[src/rtl/pll_clk_monitor.sv]
// pll_clk_monitor
// Runs on the PLL output clock. Measures clk cycles per ref_clk period,
// qualifies the PLL locked flag, and releases a reset to the core logic once
// both have been stable. Any later loss of lock or ratio error pulls the
// reset back low and raises a sticky err flag.
// Optional build macro: PLL_MON_STATS_EN adds an 8-bit saturating fault_cnt
// output counting FAULT entries.
`timescale 1ns/1ps
module pll_clk_monitor #(
  parameter int unsigned RATIO          = 8,
  parameter int unsigned TOL            = 1,
  parameter int unsigned STABLE_PERIODS = 4,
  parameter int unsigned RST_HOLD       = 16
) (
  input  logic       clk,
  input  logic       RST_n,
  input  logic       ref_clk,
  input  logic       locked,
  input  logic       clr_err,
  output logic       rst_out_n,
  output logic       good,
  output logic       err,
`ifdef PLL_MON_STATS_EN
  output logic [7:0] fault_cnt,
`endif
  output logic [7:0] period_cnt
);

  localparam int unsigned GW = $clog2(STABLE_PERIODS + 1);
  localparam int unsigned HW = $clog2(RST_HOLD + 1);

  localparam logic [7:0]    PER_MIN   = 8'(RATIO - TOL);
  localparam logic [7:0]    PER_MAX   = 8'(RATIO + TOL);
  localparam logic [7:0]    CNT_MAX   = 8'hFF;
  localparam logic [GW-1:0] GOOD_LAST = GW'(STABLE_PERIODS - 1);
  localparam logic [GW-1:0] GOOD_ONE  = GW'(1);
  localparam logic [HW-1:0] HOLD_LAST = HW'(RST_HOLD - 1);
  localparam logic [HW-1:0] HOLD_ONE  = HW'(1);

  typedef enum logic [2:0] {
    S_IDLE    = 3'd0,
    S_SYNC    = 3'd1,
    S_MEASURE = 3'd2,
    S_HOLD    = 3'd3,
    S_RUN     = 3'd4,
    S_FAULT   = 3'd5
  } state_t;

  logic          ref_meta_q, ref_sync_q, ref_dly_q;
  logic          lock_meta_q, lock_s_q;
  logic          ref_rise_s;
  logic [7:0]    cnt_q, cnt_d;
  logic [7:0]    period_q, period_d;
  logic          period_ok_s, period_good_s, period_bad_s;
  state_t        state_q, state_d;
  logic [GW-1:0] good_cnt_q, good_cnt_d;
  logic [HW-1:0] hold_cnt_q, hold_cnt_d;
  logic          fault_entry_s;
  logic          err_q, err_d;
  logic          rst_out_n_q, good_q;

  // Bring ref_clk and locked into the clk domain; the third ref flop marks the rising edge.
  always_ff @(posedge clk or negedge RST_n) begin
    if (!RST_n) begin
      ref_meta_q  <= 1'b0;
      ref_sync_q  <= 1'b0;
      ref_dly_q   <= 1'b0;
      lock_meta_q <= 1'b0;
      lock_s_q    <= 1'b0;
    end else begin
      ref_meta_q  <= ref_clk;
      ref_sync_q  <= ref_meta_q;
      ref_dly_q   <= ref_sync_q;
      lock_meta_q <= locked;
      lock_s_q    <= lock_meta_q;
    end
  end

  assign ref_rise_s = ref_sync_q & ~ref_dly_q;

  // Period counter: restart at 1 on each reference edge (latching the old count), hold at full scale.
  always_comb begin
    cnt_d    = cnt_q;
    period_d = period_q;
    if (ref_rise_s) begin
      cnt_d    = 8'd1;
      period_d = cnt_q;
    end else if (cnt_q == CNT_MAX) begin
      cnt_d    = cnt_q;
      period_d = period_q;
    end else begin
      cnt_d    = cnt_q + 8'd1;
      period_d = period_q;
    end
  end

  assign period_ok_s   = (cnt_q >= PER_MIN) && (cnt_q <= PER_MAX);
  assign period_good_s = ref_rise_s & period_ok_s;
  // A closed period out of range is bad; so is a saturated counter with no edge (reference stopped).
  assign period_bad_s  = ref_rise_s ? ~period_ok_s : (cnt_q == CNT_MAX);

  // Next-state logic for lock qualification, reset hold and fault handling.
  always_comb begin
    state_d    = state_q;
    good_cnt_d = good_cnt_q;
    hold_cnt_d = {HW{1'b0}};
    case (state_q)
      S_IDLE: begin
        if (lock_s_q) state_d = S_SYNC;
        else          state_d = S_IDLE;
      end
      S_SYNC: begin
        if (!lock_s_q) begin
          state_d = S_IDLE;
        end else if (ref_rise_s) begin
          // The partial period before this edge is thrown away.
          state_d    = S_MEASURE;
          good_cnt_d = {GW{1'b0}};
        end else begin
          state_d = S_SYNC;
        end
      end
      S_MEASURE: begin
        if (!lock_s_q) begin
          state_d = S_IDLE;
        end else if (period_good_s) begin
          if (good_cnt_q == GOOD_LAST) state_d = S_HOLD;
          else                         good_cnt_d = good_cnt_q + GOOD_ONE;
        end else if (period_bad_s) begin
          good_cnt_d = {GW{1'b0}};
        end else begin
          state_d = S_MEASURE;
        end
      end
      S_HOLD: begin
        if (!lock_s_q || period_bad_s) begin
          state_d = S_FAULT;
        end else if (hold_cnt_q == HOLD_LAST) begin
          state_d = S_RUN;
        end else begin
          state_d    = S_HOLD;
          hold_cnt_d = hold_cnt_q + HOLD_ONE;
        end
      end
      S_RUN: begin
        if (!lock_s_q || period_bad_s) state_d = S_FAULT;
        else                           state_d = S_RUN;
      end
      S_FAULT: begin
        state_d = S_IDLE;
      end
      default: begin
        state_d = S_IDLE;
      end
    endcase
  end

  assign fault_entry_s = (state_d == S_FAULT) && (state_q != S_FAULT);

  // Sticky error: a new fault wins over a simultaneous clear.
  always_comb begin
    if (fault_entry_s)  err_d = 1'b1;
    else if (clr_err)   err_d = 1'b0;
    else                err_d = err_q;
  end

  // State, counters and flags; status outputs track the next state so they move on the transition edge.
  always_ff @(posedge clk or negedge RST_n) begin
    if (!RST_n) begin
      cnt_q       <= 8'd0;
      period_q    <= 8'd0;
      state_q     <= S_IDLE;
      good_cnt_q  <= {GW{1'b0}};
      hold_cnt_q  <= {HW{1'b0}};
      err_q       <= 1'b0;
      rst_out_n_q <= 1'b0;
      good_q      <= 1'b0;
    end else begin
      cnt_q       <= cnt_d;
      period_q    <= period_d;
      state_q     <= state_d;
      good_cnt_q  <= good_cnt_d;
      hold_cnt_q  <= hold_cnt_d;
      err_q       <= err_d;
      rst_out_n_q <= (state_d == S_RUN);
      good_q      <= (state_d == S_RUN);
    end
  end

`ifdef PLL_MON_STATS_EN
  logic [7:0] fault_cnt_q, fault_cnt_d;

  // Fault statistics: count FAULT entries, saturate, cleared together with err.
  always_comb begin
    if (fault_entry_s) begin
      if (fault_cnt_q == CNT_MAX) fault_cnt_d = fault_cnt_q;
      else                        fault_cnt_d = fault_cnt_q + 8'd1;
    end else if (clr_err) begin
      fault_cnt_d = 8'd0;
    end else begin
      fault_cnt_d = fault_cnt_q;
    end
  end

  // Fault statistics register.
  always_ff @(posedge clk or negedge RST_n) begin
    if (!RST_n) fault_cnt_q <= 8'd0;
    else        fault_cnt_q <= fault_cnt_d;
  end

  assign fault_cnt = fault_cnt_q;
`else
  // Fault statistics are not built in this configuration.
`endif

  assign rst_out_n  = rst_out_n_q;
  assign good       = good_q;
  assign err        = err_q;
  assign period_cnt = period_q;

endmodule
[config.mk]
export PLATFORM = sky130hd
export DESIGN_NAME = pll_clk_monitor
export DESIGN_NICKNAME = d
export VERILOG_FILES = /design/src/rtl/pll_clk_monitor.sv
export SDC_FILE = /design/constraint.sdc
export NUM_CORES = 1
export LEC_CHECK = 0
export ABC_AREA = 1
export BUFFER_PORTS_ARGS = -buffer_cell sky130_fd_sc_hd__buf_4
export CORE_UTILIZATION = 50
export CTS_BUF_LIST = sky130_fd_sc_hd__clkbuf_8
export DETAILED_ROUTE_END_ITERATION = 8
export GPL_ROUTABILITY_DRIVEN = 0
export PLACE_DENSITY = 0.69
export SYNTH_ARGS = -nofsm -noshare
export SYNTH_HDL_FRONTEND = slang
export SYNTH_SLANG_ARGS = --single-unit
[constraint.sdc]
create_clock -name clk -period 2.15 [get_ports clk]
set_clock_uncertainty 0.2 [all_clocks]
set_input_delay 0.645 -clock clk [delete_from_list [all_inputs] [get_ports clk]]
set_output_delay 0.645 -clock clk [all_outputs]
set_load 0.05 [all_outputs]
==> impl_table.tex, run 1 <==
\begin{tabular}{lr}
\hline
Metric & Value \\
\hline
\multicolumn{2}{l}{\textbf{Clock tree}} \\
\quad Clock transition time at the flip-flop clock pins of the worst setup and hold paths & 0.07 ns \\
\quad \# H-tree levels & 2 \\
\quad Hold buffer count at cts & 0 \\
\quad Total clock buffers created by CTS & 5 \\
\quad Buffer type at the clock tree root & clkbuf\_8 \\
\quad Cells resized by post-CTS repair & 0 \\
\quad Number of sinks driven by the clock tree & 34 \\
\quad TritonCTS clock tree & yes \\
\quad Clock Tree Buf Depth & 2 \\
\quad Clock insertion delay at the later pin of the skew report & 0.28 ns \\
\quad Post-CTS Setup Repair Bufs & 0 \\
\multicolumn{2}{l}{\textbf{Global route}} \\
\quad Global routing usage summed across all routing layers & 19.7\% \\
\quad Peak-usage layer in the global routing report & met2 \\
\quad Initial antenna violation count & 0 \\
\quad GR Layer Usage met2 & 31.3\% \\
\quad Pin count of the biggest net entering global routing & 35 \\
\quad Overflow after GRT & 0 \\
\quad Vias in the first global route & 1250 \\
\quad Met1 routing resource usage after global routing & 24.6\% \\
\quad Fraction of met3 tracks used by global routing & 4.59\% \\
\quad First-pass GRT wire length & 5110 µm \\
\multicolumn{2}{l}{\textbf{Setup path}} \\
\quad Startpoint class of the critical path & register \\
\quad Worst setup path category & register to register \\
\quad Critical path capture point type & register \\
\quad Reg2reg end & err\$\_DFFE\_PN0P\_ \\
\quad R2R depth & 12 \\
\quad Data required time at the worst endpoint & 2.13 ns \\
\quad Arrival @ worst endpoint & 1.79 ns \\
\quad Critical Path Start & cnt\_q[0]\$\_DFFE\_PN0P\_ \\
\quad Setup slack of the most critical reg-to-reg path & 0.33 ns \\
\quad Maximum fanout along the worst path & 5 \\
\quad Startpoint of the worst-slack reg-to-reg timing path & cnt\_q[0]\$\_DFFE\_PN0P\_ \\
\quad Last element of the critical path & err\$\_DFFE\_PN0P\_ \\
\multicolumn{2}{l}{\textbf{Routing}} \\
\quad Average wire per cell in the routed design & 11.6 µm \\
\quad Pre-antenna DRT Iters & 6 \\
\quad ANT nets after route & 0 \\
\quad DR vias/cell & 5.07 \\
\quad DRC violations left & 0 \\
\quad Total number of vias & 1243 \\
\quad Final wirelength & 2840 µm \\
\quad Drt initial violations & 63 \\
\multicolumn{2}{l}{\textbf{Final layout}} \\
\quad Total number of nets in the final design & 211 \\
\quad Post-route standard cell area excluding fillers & 0.00189 mm² \\
\quad Ratio of cells with drive above 1 in the final layout & 20.4\% \\
\quad Diodes inserted & 0 \\
\quad Area occupied by multi-input gates & 684 µm² \\
\quad Storage element area & 851 µm² \\
\quad Fillcell total & 282 \\
\quad Layout Area Growth over Synthesis & 14.5\% \\
\multicolumn{2}{l}{\textbf{Timing}} \\
\quad Post-route setup TNS & 0 ns \\
\quad Minimum clock period after layout & 1.82 ns \\
\quad Number of max-slew violations in the final report & 0 \\
\quad Final Hold Viols & 0 \\
\quad Setup-failing EPs final & 0 \\
\quad Rel. slew slack & 68.7\% \\
\quad Worst Tran Pin Value & 0.466 ns \\
\quad Unrepaired setup endpoints after global routing & false \\
\quad Post-route clock period utilization & 84.4\% \\
\quad Highest achievable clock rate & 0.551 GHz \\
\multicolumn{2}{l}{\textbf{Floorplanning}} \\
\quad Die Outline Area & 0.00354 mm² \\
\quad Starting density of the core & 53.3\% \\
\quad Row Count & 20 \\
\quad Height of the die & 59.5 µm \\
\quad Ports & 16 \\
\quad Floorplan core area & 0.00310 mm² \\
\quad Chip Width & 59.5 µm \\
\multicolumn{2}{l}{\textbf{Min path}} \\
\quad Path class of the lowest-slack min-delay path & input pin to asynchronous set/reset pin \\
\multicolumn{2}{l}{\textbf{Synthesis}} \\
\quad Post-synthesis instance area & 0.00165 mm² \\
\quad Synth Net Count & 193 \\
\quad Unique masters post-synth & 33 \\
\quad Seq/Total Area, Yosys & 51.5\% \\
\quad Avg Cell Area, Syn & 9.08 µm² \\
\quad Synth warn & 0 \\
\quad Register bit total from synthesis & 34 \\
\quad Synthesized instance count & 182 \\
\multicolumn{2}{l}{\textbf{Pwr}} \\
\quad Max VDD drop & 0.762 mV \\
\quad Power per standard cell area & 991 mW/mm² \\
\quad Leakage & 0.932 nW \\
\multicolumn{2}{l}{\textbf{Run status}} \\
\quad Run status & complete, no violations \\
\multicolumn{2}{l}{\textbf{Placed design}} \\
\quad Area post-placement & 0.00180 mm² \\
\quad Sum of net half-perimeters after detailed placement & 2060 µm \\
\quad Buffers on Ports & 15 \\
\multicolumn{2}{l}{\textbf{Job}} \\
\quad Number of maximum-capacitance violations & 0 \\
\hline
\end{tabular}
==> critical path: stages, from the launching register on <==
cell and delay [ns]:
dfrtp_1 0.40, ha_1 0.22, nand2_2 0.10, nand2_1 0.10, nand2_1 0.06, inv_2 0.06, nand3_4 0.09, nand2_4 0.10
nand3_1 0.07, nand2_1 0.08, nand3_2 0.11, nand2_1 0.07, nand2_1 0.04
==> per-layer routing <==
layer / vias to the layer above / share of wire (%)
met5: - / 0
met4: 0 / 2.2
met3: 8 / 3.6
met2: 24 / 45
met1: 583 / 49
li1: 628 / -
==> final cells by class <==
class                   count  area share [%]
clock buffers               6            4.37
clock inverters             2           0.463
inverters                  26            5.16
multi-input cells         118            36.2
flip-flops and latches     34            45.0
well taps                  44            2.91
repair buffers             15            5.95
==> cells by family after synthesis <==
kind of cell / synth area share, %
flops: 51.5
simple gates: 26.8
fa+ha+maj: 4.54
buf+inv: 7.12
xor+xnor: 1.06
compound gates: 9.01
==> power breakdown <==
| group | internal (mW) | total [mW] | switching, mW |
|---|---|---|---|
| clock network | 0.253 | 0.469 | 0.216 |
| registers | 0.732 | 0.820 | 0.0878 |
| logic | 0.176 | 0.586 | 0.409 |
==> per-stage QoR <==
stage	setup WS (ns)	cells	power, mW	utilization [%]	hold WS, ns
6_report	0.335	245	1.87	61.0	0.101
5_1_grt	0.123	245	2.00	61.0	0.124
4_1_cts	0.327	245	1.89	61.0	0.109
3_5_place_dp	0.354	237	1.42	58.0	0.139
3_3_place_gp	0.415	237	1.40	58.0	0.137
2_1_floorplan	0.419	182	1.26	-	0.131
==> cell usage after synthesis, drive strengths merged <==
cell type | count | share of area, %
nand2 | 41 | 12
dfrtp | 34 | 51
inv | 25 | 5.7
o21ai | 19 | 6.0
nand3 | 15 | 6.7
nor2 | 15 | 4.0
nor3 | 8 | 2.7
ha | 6 | 4.5
a21oi | 3 | 0.91
a31oi | 2 | 0.76
buf | 2 | 0.76
clkbuf | 2 | 0.45
nand4 | 2 | 0.76
a211oi | 1 | 0.45
clkinv | 1 | 0.23
nor3b | 1 | 0.45
nor4 | 1 | 0.38
o211ai | 1 | 0.45
o21a | 1 | 0.45
xnor2 | 1 | 0.53
xor2 | 1 | 0.53
==> sequential cells by signal, summed over array words and instances, names as in the netlist <==
register     count
period_cnt       8
good_cnt_q       3
cnt_q            8
lock_s_q         1
good             1
ref_sync_q       1
ref_dly_q        1
hold_cnt_q       5
err              1
lock_meta_q      1
ref_meta_q       1
state_q          3
==> worst min path at each step <==
| stage | to | depth (start not counted) | startpoint | slack (ns) |
|---|---|---|---|---|
| global route | cnt_q[6]$_DFFE_PN0P_ | 1 | RST_n | 0.12 |
| global placement | ref_sync_q$_DFF_PN0_ | 0 | ref_meta_q$_DFF_PN0_ | 0.14 |
| detailed placement | lock_s_q$_DFF_PN0_ | 0 | lock_meta_q$_DFF_PN0_ | 0.14 |
| CTS | cnt_q[6]$_DFFE_PN0P_ | 1 | RST_n | 0.11 |
| floorplan | lock_s_q$_DFF_PN0_ | 0 | lock_meta_q$_DFF_PN0_ | 0.13 |
| finish | cnt_q[4]$_DFFE_PN0P_ | 1 | RST_n | 0.10 |
==> cell usage in the layout (no fill, tap or decap), drive strengths merged, types with 2 or more instances in the layout <==
master / n
nor2: 15
clkinv: 2
inv: 26
o21ai: 19
ha: 6
clkbuf: 6
nand4: 2
a31oi: 2
nand2: 41
nand3: 15
a21oi: 3
dfrtp: 34
buf: 15
nor3: 8
Note: power is estimated with default switching activity, not from simulation.
==> run 2: changes to the inputs <==
Settings changed: ABC_AREA 1 to 0, PLACE_DENSITY 0.69 to 0.72.
Clock period 2.15 ns to 1.5 ns, I/O delays scaled along.
==> run 2 against run 1 <==
Compared with the run above: the flow now finishes with violations (setup timing); area after synthesis shrank 1.1%; critical path depth shrank 6; hold slack lost 0.038 ns; critical path type unchanged; largest cell class is now multi-input combinational cells.
==> impl_table.tex, run 2 <==
\begin{tabular}{lr}
\hline
Metric & Value \\
\hline
\multicolumn{2}{l}{\textbf{Run status}} \\
\quad Run status & finished with violations \\
\quad Violations in the final reports & setup timing \\
\multicolumn{2}{l}{\textbf{Routing}} \\
\quad DR vias/cell & 5.48 (+7.9\%) \\
\quad Total number of vias & 1451 (+17\%) \\
\quad ANT nets after route & 0 (unchanged) \\
\quad Final wirelength & 4060 µm (+43\%) \\
\quad Pre-antenna DRT Iters & 4 (-2) \\
\quad Average wire per cell in the routed design & 15.3 µm (+32\%) \\
\quad DRC violations left & 0 (unchanged) \\
\quad Drt initial violations & 52 (-17\%) \\
\multicolumn{2}{l}{\textbf{Job}} \\
\quad Number of maximum-capacitance violations & 0 (unchanged) \\
\multicolumn{2}{l}{\textbf{Final layout}} \\
\quad Ratio of cells with drive above 1 in the final layout & 43.9\% (+23 points) \\
\quad Fillcell total & 178 (-37\%) \\
\quad Most frequent standard cell in the layout excluding fill and tap cells & buf\_4 \\
\quad Most frequent cells in the layout & buf\_4 (46), dfrtp\_1 (31), nand2\_1 (28), buf\_6 (12), nor2\_1 (11) \\
\quad Diodes inserted & 0 (unchanged) \\
\quad Final Non-Filler Cells & 265 (+8.2\%) \\
\quad Total number of nets in the final design & 231 (+9.5\%) \\
\quad Layout Area Growth over Synthesis & 45.6\% \\
\multicolumn{2}{l}{\textbf{Setup path}} \\
\quad Maximum fanout along the worst path & 4 (-1) \\
\quad Highest-delay cell along the critical path & dfrtp\_2 \\
\quad Worst setup path category & register to register \\
\quad Critical path capture point type & register \\
\quad Biggest cell delay along the critical path & 0.43 ns (+0.03 ns) \\
\quad Startpoint class of the critical path & register \\
\quad Worst path bufs/invs & 0 (-1) \\
\quad Cell family with most CP delay & compound AO/OA/AOI/OAI gates \\
\quad Cells along the critical path & ha\_2 -> nand3b\_1 -> o21ai\_2 -> a311oi\_2 -> o21ai\_2 -> mux2\_1 \\
\quad Data required time at the worst endpoint & 1.46 ns (-0.67 ns) \\
\quad Most repeated library cell on the critical path & o21ai\_2 \\
\quad Arrival @ worst endpoint & 1.90 ns (+0.11 ns) \\
\multicolumn{2}{l}{\textbf{Global route}} \\
\quad Peak-usage layer in the global routing report & met2 \\
\quad First-pass GRT wire length & 6020 µm (+18\%) \\
\quad Pin count of the biggest net entering global routing & 35 (unchanged) \\
\quad Initial antenna violation count & 0 (unchanged) \\
\quad Global routing usage summed across all routing layers & 23.7\% (+4.1 points) \\
\quad Met1 routing resource usage after global routing & 26.8\% (+2.2 points) \\
\quad GR Layer Usage met2 & 41.6\% (+10 points) \\
\quad Vias in the first global route & 1374 (+9.9\%) \\
\quad Overflow after GRT & 0 (unchanged) \\
\quad Fraction of met3 tracks used by global routing & 6.33\% (+1.7 points) \\
\multicolumn{2}{l}{\textbf{Floorplanning}} \\
\quad Die Outline Area & 0.00350 mm² (-1.0\%) \\
\quad Starting density of the core & 53.1\% (-0.14 points) \\
\quad Row Count & 20 (unchanged) \\
\quad Chip Width & 59.2 µm (-0.51\%) \\
\quad Ports & 16 (unchanged) \\
\quad Height of the die & 59.2 µm (-0.51\%) \\
\quad Floorplan core area & 0.00308 mm² (-0.81\%) \\
\multicolumn{2}{l}{\textbf{Synthesis}} \\
\quad Register bit total from synthesis & 34 (unchanged) \\
\quad Most frequent cells after synthesis & dfrtp\_1 (34), nand2\_1 (28), nor2\_1 (11) \\
\quad Post-synthesis instance area & 0.00164 mm² (-1.1\%) \\
\quad FFs w/ async S/R, synth & 100\% (unchanged) \\
\quad Fraction of post-synthesis cell area in the top cell type by area & 52.0\% (+0.55 points) \\
\quad Most frequently used cell type in the post-synthesis netlist & dfrtp\_1 \\
\quad Seq/Total Area, Yosys & 52.0\% (+0.55 points) \\
\quad Most used flip-flop cell after synthesis & dfrtp\_1 \\
\quad Avg Cell Area, Syn & 10.4 µm² (+14\%) \\
\quad Synth warn & 0 (unchanged) \\
\quad Synth area leader & dfrtp\_1 \\
\quad Leading cell types by total area after synthesis & dfrtp\_1 (52\%), nand2\_1 (6.4\%), ha\_1 (4.6\%), nor2\_1 (2.5\%), and3\_1 (2.3\%) \\
\quad Number of synthesized flops with an enable pin & 0 (unchanged) \\
\quad Unique masters post-synth & 42 (+27\%) \\
\quad Synthesized instance count & 158 (-13\%) \\
\quad Synth Net Count & 169 (-12\%) \\
\multicolumn{2}{l}{\textbf{Pwr}} \\
\quad Internal power component & 1.98 mW (+70\%) \\
\quad Power share of the combinational group & 38.5\% (+7.3 points) \\
\quad Proportion of power drawn by flip-flops and latches & 38.5\% (-5.3 points) \\
\quad Clock network fraction of design power & 22.9\% (-2.1 points) \\
\quad Sw frac & 35.7\% (-2.4 points) \\
\quad Power per standard cell area & 1290 mW/mm² (+30\%) \\
\quad Max VDD drop & 1.12 mV (+47\%) \\
\quad Leakage & 1.16 nW (+24\%) \\
\quad Switching Power & 1.10 mW (+54\%) \\
\multicolumn{2}{l}{\textbf{Placed design}} \\
\quad \# placed instances & 248 (+4.6\%) \\
\quad Buffers on Ports & 15 (unchanged) \\
\quad Sum of net half-perimeters after detailed placement & 2580 µm (+26\%) \\
\multicolumn{2}{l}{\textbf{Clock tree}} \\
\quad Buffer type at the clock tree root & clkbuf\_8 \\
\quad Clock insertion delay at the later pin of the skew report & 0.29 ns (about the same) \\
\quad Number of sinks driven by the clock tree & 34 (unchanged) \\
\quad TritonCTS clock tree & yes \\
\quad \# H-tree levels & 2 (unchanged) \\
\quad Clock Tree Buf Depth & 2 (unchanged) \\
\quad Total clock buffers created by CTS & 5 (unchanged) \\
\quad Clock transition time at the flip-flop clock pins of the worst setup and hold paths & 0.07 ns (about the same) \\
\multicolumn{2}{l}{\textbf{Timing}} \\
\quad Final Hold Viols & 0 (unchanged) \\
\quad Post-route clock period utilization & 129\% (+45 points) \\
\quad Setup-failing EPs final & 23 (+23) \\
\quad Highest achievable clock rate & 0.516 GHz (-6.4\%) \\
\quad Number of max-slew violations in the final report & 0 (unchanged) \\
\quad Minimum clock period after layout & 1.94 ns (+0.123 ns) \\
\quad Unrepaired setup endpoints after global routing & true \\
\quad Worst Tran Pin Value & 0.437 ns (-0.0285 ns) \\
\quad Final worst setup slack & -0.439 ns (-0.773 ns) \\
\quad Post-route setup TNS & -5.82 ns (-5.82 ns) \\
\quad Rel. slew slack & 70.9\% (+2.1 points) \\
\multicolumn{2}{l}{\textbf{Min path}} \\
\quad Path class of the lowest-slack min-delay path & input pin to register \\
\hline
\end{tabular}
==> run 2: metal layers <==
metal	wire [µm]	vias to the layer above	share of wire [%]
met5	0	-	0
met4	133	0	3.3
met3	195	18	4.8
met2	2080	63	51
met1	1660	694	41
li1	-	676	-
==> run 2: stage by stage <==
stage               utilization (%)  area (µm²)  hold slack (ns)  power, mW  worst slack (ns)
detailed placement             68.1        2100            0.138       2.14            -0.431
global placement               68.1        2100            0.135       2.11            -0.348
global route                   77.4        2380           0.0542       3.19            -0.550
floorplan                         -        1690          -0.0456       1.74            -0.337
finish                         77.4        2380           0.0636       3.08            -0.439
CTS                            75.2        2310           0.0590       2.97            -0.409
==> run 2: layout make-up <==
class,instances,area [µm²],share of cell area [%]
Inverter,5,18.8,0.788
Clock buffer,6,82.6,3.47
Clock inverter,2,12.5,0.525
Multi-Input combinational cell,115,867,36.4
Tap cell,44,55.1,2.31
Sequential cell,34,855,35.9
Timing Repair Buffer,59,490,20.6
==> run 2: path summary, 6_finish.rpt <==
kind                                 startpoint  depth (start not counted)  slack, ns                        end
hold reg to reg            ref_meta_q$_DFF_PN0_                          0       0.15       ref_sync_q$_DFF_PN0_
min in group asynchronous                 RST_n                          2       0.44    hold_cnt_q[2]$_DFF_PN0_
max in group asynchronous                 RST_n                          2       0.32       cnt_q[0]$_DFFE_PN0P_
setup / recovery           cnt_q[0]$_DFFE_PN0P_                          6      -0.44  good_cnt_q[1]$_DFFE_PN0P_
hold / removal                          ref_clk                          1       0.06       ref_meta_q$_DFF_PN0_
setup reg to reg           cnt_q[0]$_DFFE_PN0P_                          6      -0.44  good_cnt_q[1]$_DFFE_PN0P_
==> run 2: cell families after synthesis <==
| kind of cell | synth area share [%] |
|---|---|
| muxes | 2.07 |
| DFF | 52.0 |
| xor gates and xnor gates | 3.21 |
| buffers and inverters | 2.37 |
| adders and majority gates | 4.59 |
| and+or+nand+nor | 24.2 |
| AOI/OAI and AO/OA | 11.6 |
==> run 2: timing repair <==
action | 4_1_cts | 5_1_grt
hold buffers | 1 | 0
gates resized for setup | 17 | 9
setup buffers | 5 | 3
hold endpoints to repair | 34 | 0
endpoints found under the setup margin | 32 | 32
pin swaps | 4 | 7
==> run 2: worst reg2reg max path, stage by stage, from the launching register on <==
cell and delay (ns):
dfrtp_2 0.43, ha_2 0.24, nand3b_1 0.13, o21ai_2 0.10
a311oi_2 0.12, o21ai_2 0.25, mux2_1 0.34
==> run 2: power groups by stage <==
stage	registers (mW)	clock network, mW	logic, mW
final	1.18	0.705	1.19
after global routing	1.20	0.737	1.26
after CTS	1.17	0.710	1.09
after detailed placement	1.18	0	0.966
after global placement	1.17	0	0.935
after floorplan	1.32	0	0.425
==> run 3: changes to the inputs <==
Settings changed: CORE_ASPECT_RATIO set to 0.5, PLACE_DENSITY 0.72 to 0.69.
Clock period 1.5 ns to 2 ns, I/O delays scaled along.
==> run 3 against run 2 <==
Compared with the run above: the flow now finishes without violations; routed wire length fell by 22%; die area up 0.40%; combinational power decreased by 49%; first-iteration DRC count is 21% lower; largest power group is now registers.
==> impl_table.tex, run 3 (synthesis gave the netlist of run 2 again) <==
\begin{tabular}{lr}
\hline
Metric & Value \\
\hline
\multicolumn{2}{l}{\textbf{Routing}} \\
\quad Total number of vias & 1218 (-16\%) \\
\quad Final wirelength & 3170 µm (-22\%) \\
\quad DR vias/cell & 5.39 (-1.6\%) \\
\quad DRC violations left & 0 (unchanged) \\
\quad ANT nets after route & 0 (unchanged) \\
\quad Drt initial violations & 41 (-21\%) \\
\quad Pre-antenna DRT Iters & 4 (unchanged) \\
\quad Average wire per cell in the routed design & 14.0 µm (-8.6\%) \\
\multicolumn{2}{l}{\textbf{Timing}} \\
\quad Hold Slack & 0.0482 ns (-0.0154 ns) \\
\quad Final Hold Viols & 0 (unchanged) \\
\quad Worst Tran Pin Value & 0.477 ns (+0.0401 ns) \\
\quad Highest achievable clock rate & 0.516 GHz (about the same) \\
\quad Rel. slew slack & 68.1\% (-2.7 points) \\
\quad Setup-failing EPs final & 0 (-100\%) \\
\quad Number of max-slew violations in the final report & 0 (unchanged) \\
\quad Unrepaired setup endpoints after global routing & true \\
\quad Post-route clock period utilization & 96.9\% (-32 points) \\
\quad Minimum clock period after layout & 1.94 ns (+0.000362 ns) \\
\multicolumn{2}{l}{\textbf{Clock tree}} \\
\quad Clock insertion delay at the later pin of the skew report & 0.29 ns (about the same) \\
\quad Clock transition time at the flip-flop clock pins of the worst setup and hold paths & 0.07 ns (about the same) \\
\quad Buffer type at the clock tree root & clkbuf\_8 \\
\quad Clock Tree Buf Depth & 2 (unchanged) \\
\quad \# H-tree levels & 2 (unchanged) \\
\quad TritonCTS clock tree & yes \\
\quad Hold buffer count at cts & 0 (-1) \\
\quad Number of sinks driven by the clock tree & 34 (unchanged) \\
\quad Total clock buffers created by CTS & 5 (unchanged) \\
\multicolumn{2}{l}{\textbf{Floorplanning}} \\
\quad Floorplan core area & 0.00307 mm² (-0.41\%) \\
\quad Height of the die & 42.4 µm (-28\%) \\
\quad Chip Width & 82.9 µm (+40\%) \\
\quad Die Outline Area & 0.00352 mm² (+0.40\%) \\
\quad Row Count & 14 (-30\%) \\
\quad Starting density of the core & 53.3\% (+0.22 points) \\
\quad Ports & 16 (unchanged) \\
\multicolumn{2}{l}{\textbf{Min path}} \\
\quad Path class of the lowest-slack min-delay path & input pin to asynchronous set/reset pin \\
\multicolumn{2}{l}{\textbf{Global route}} \\
\quad Vias in the first global route & 1180 (-14\%) \\
\quad Initial antenna violation count & 0 (unchanged) \\
\quad First-pass GRT wire length & 5490 µm (-8.8\%) \\
\quad Pin count of the biggest net entering global routing & 35 (unchanged) \\
\quad Global routing usage summed across all routing layers & 20.8\% (-3.0 points) \\
\quad Overflow after GRT & 0 (unchanged) \\
\multicolumn{2}{l}{\textbf{Final layout}} \\
\quad Diodes inserted & 0 (unchanged) \\
\quad Ratio of cells with drive above 1 in the final layout & 28.5\% (-15 points) \\
\quad Final Non-Filler Cells & 226 (-15\%) \\
\quad Most frequent cells in the layout & dfrtp\_1 (32), nand2\_1 (28), buf\_4 (25), nor2\_1 (11), nand3\_1 (7) \\
\quad Most frequent standard cell in the layout excluding fill and tap cells & dfrtp\_1 \\
\quad Final core utilization & 64.6\% (-13 points) \\
\quad Total number of nets in the final design & 197 (-15\%) \\
\quad Layout Area Growth over Synthesis & 21.0\% \\
\multicolumn{2}{l}{\textbf{Setup path}} \\
\quad Worst setup path category & register to register \\
\quad Data required time at the worst endpoint & 1.97 ns (+0.51 ns) \\
\quad Arrival @ worst endpoint & 1.91 ns (about the same) \\
\quad Maximum fanout along the worst path & 4 (unchanged) \\
\quad Startpoint class of the critical path & register \\
\quad Critical path capture point type & register \\
\multicolumn{2}{l}{\textbf{Pwr}} \\
\quad Clock network fraction of design power & 24.1\% (+1.2 points) \\
\quad Switching Power & 0.714 mW (-35\%) \\
\quad Power per standard cell area & 1000 mW/mm² (-23\%) \\
\quad Internal power component & 1.27 mW (-36\%) \\
\quad Sw frac & 36.1\% (+0.41 points) \\
\quad Proportion of power drawn by flip-flops and latches & 45.1\% (+6.6 points) \\
\quad Max VDD drop & 0.710 mV (-37\%) \\
\quad Leakage & 0.966 nW (-17\%) \\
\quad Power share of the combinational group & 30.7\% (-7.8 points) \\
\multicolumn{2}{l}{\textbf{Placed design}} \\
\quad \# placed instances & 217 (-13\%) \\
\quad Sum of net half-perimeters after detailed placement & 2150 µm (-17\%) \\
\quad Buffers on Ports & 15 (unchanged) \\
\multicolumn{2}{l}{\textbf{Job}} \\
\quad Number of maximum-capacitance violations & 0 (unchanged) \\
\multicolumn{2}{l}{\textbf{Run status}} \\
\quad Run status & complete, no violations \\
\hline
\end{tabular}
[run 3: cell types whose count changed in the layout (fill, tap and decap cells not counted), sizes merged]
cell         change
dlygate4sd3      -1
clkinvlp         -1
buf             -33
clkbuf           -1
clkinv           +1
[run 3: critical path, cell delays in order (launching register included)]
cell and delay (ns):
dfrtp_1 0.40, inv_1 0.07, ha_1 0.20, o21ai_2 0.14
o21ai_2 0.08, a311oi_2 0.28, o21ai_2 0.13, mux2_1 0.33
[run 3: repair_timing]
item / in CTS / in global routing
pin swaps: 0 / 3
gates resized for setup: 2 / 12
endpoints found under the setup margin: 3 / 8
setup buffers: 0 / 2
[run 3: path summary, 6_finish.rpt]
kind                                             from  slack, ns                        end  cells past startpoint
worst max-delay path             cnt_q[0]$_DFFE_PN0P_       0.06  good_cnt_q[1]$_DFFE_PN0P_                      7
worst min register to register  lock_meta_q$_DFF_PN0_       0.15         lock_s_q$_DFF_PN0_                      0
worst max register to register   cnt_q[0]$_DFFE_PN0P_       0.06  good_cnt_q[1]$_DFFE_PN0P_                      7
worst min-delay path                            RST_n       0.05  good_cnt_q[0]$_DFFE_PN0P_                      1
min in group clk                lock_meta_q$_DFF_PN0_       0.15         lock_s_q$_DFF_PN0_                      0
max in group asynchronous                       RST_n       1.21       cnt_q[3]$_DFFE_PN0P_                      1
[run 3: metrics by stage]
stage	TNS, ns	cell area (µm²)	setup WS [ns]	power (mW)
final	0	1980	0.0611	1.98
after global placement	0	1840	0.0198	1.44
after detailed placement	-0.169	1840	-0.0655	1.46
after global routing	-0.0727	1980	-0.0299	2.09
after floorplan	0	1640	0.0421	1.27
after CTS	0	1920	0.0317	1.95
[run 3: layer usage]
metal	vias up	global-route usage [%]	wire length [µm]
li1	609	-	-
met1	579	28.8	1670
met2	22	30.2	1310
met3	8	6.69	132
met4	0	8.62	55
met5	-	0	0
[run 3: area by class of cell]
class / count / area [µm²]
sequential: 34 / 853
clock buffer: 5 / 68.8
clock inverter: 2 / 10.0
multi-input combinational: 115 / 791
fill: 252 / 1090
timing repair buffer: 25 / 188
inverter: 5 / 18.8
tap: 40 / 50.0
[run 3: power groups by stage]
stage	Combinational (mW)	Sequential (mW)	Clock, mW
global placement	0.556	0.886	0
detailed placement	0.562	0.894	0
CTS	0.567	0.883	0.496
finish	0.609	0.894	0.478
floorplan	0.286	0.982	0
global route	0.661	0.916	0.517
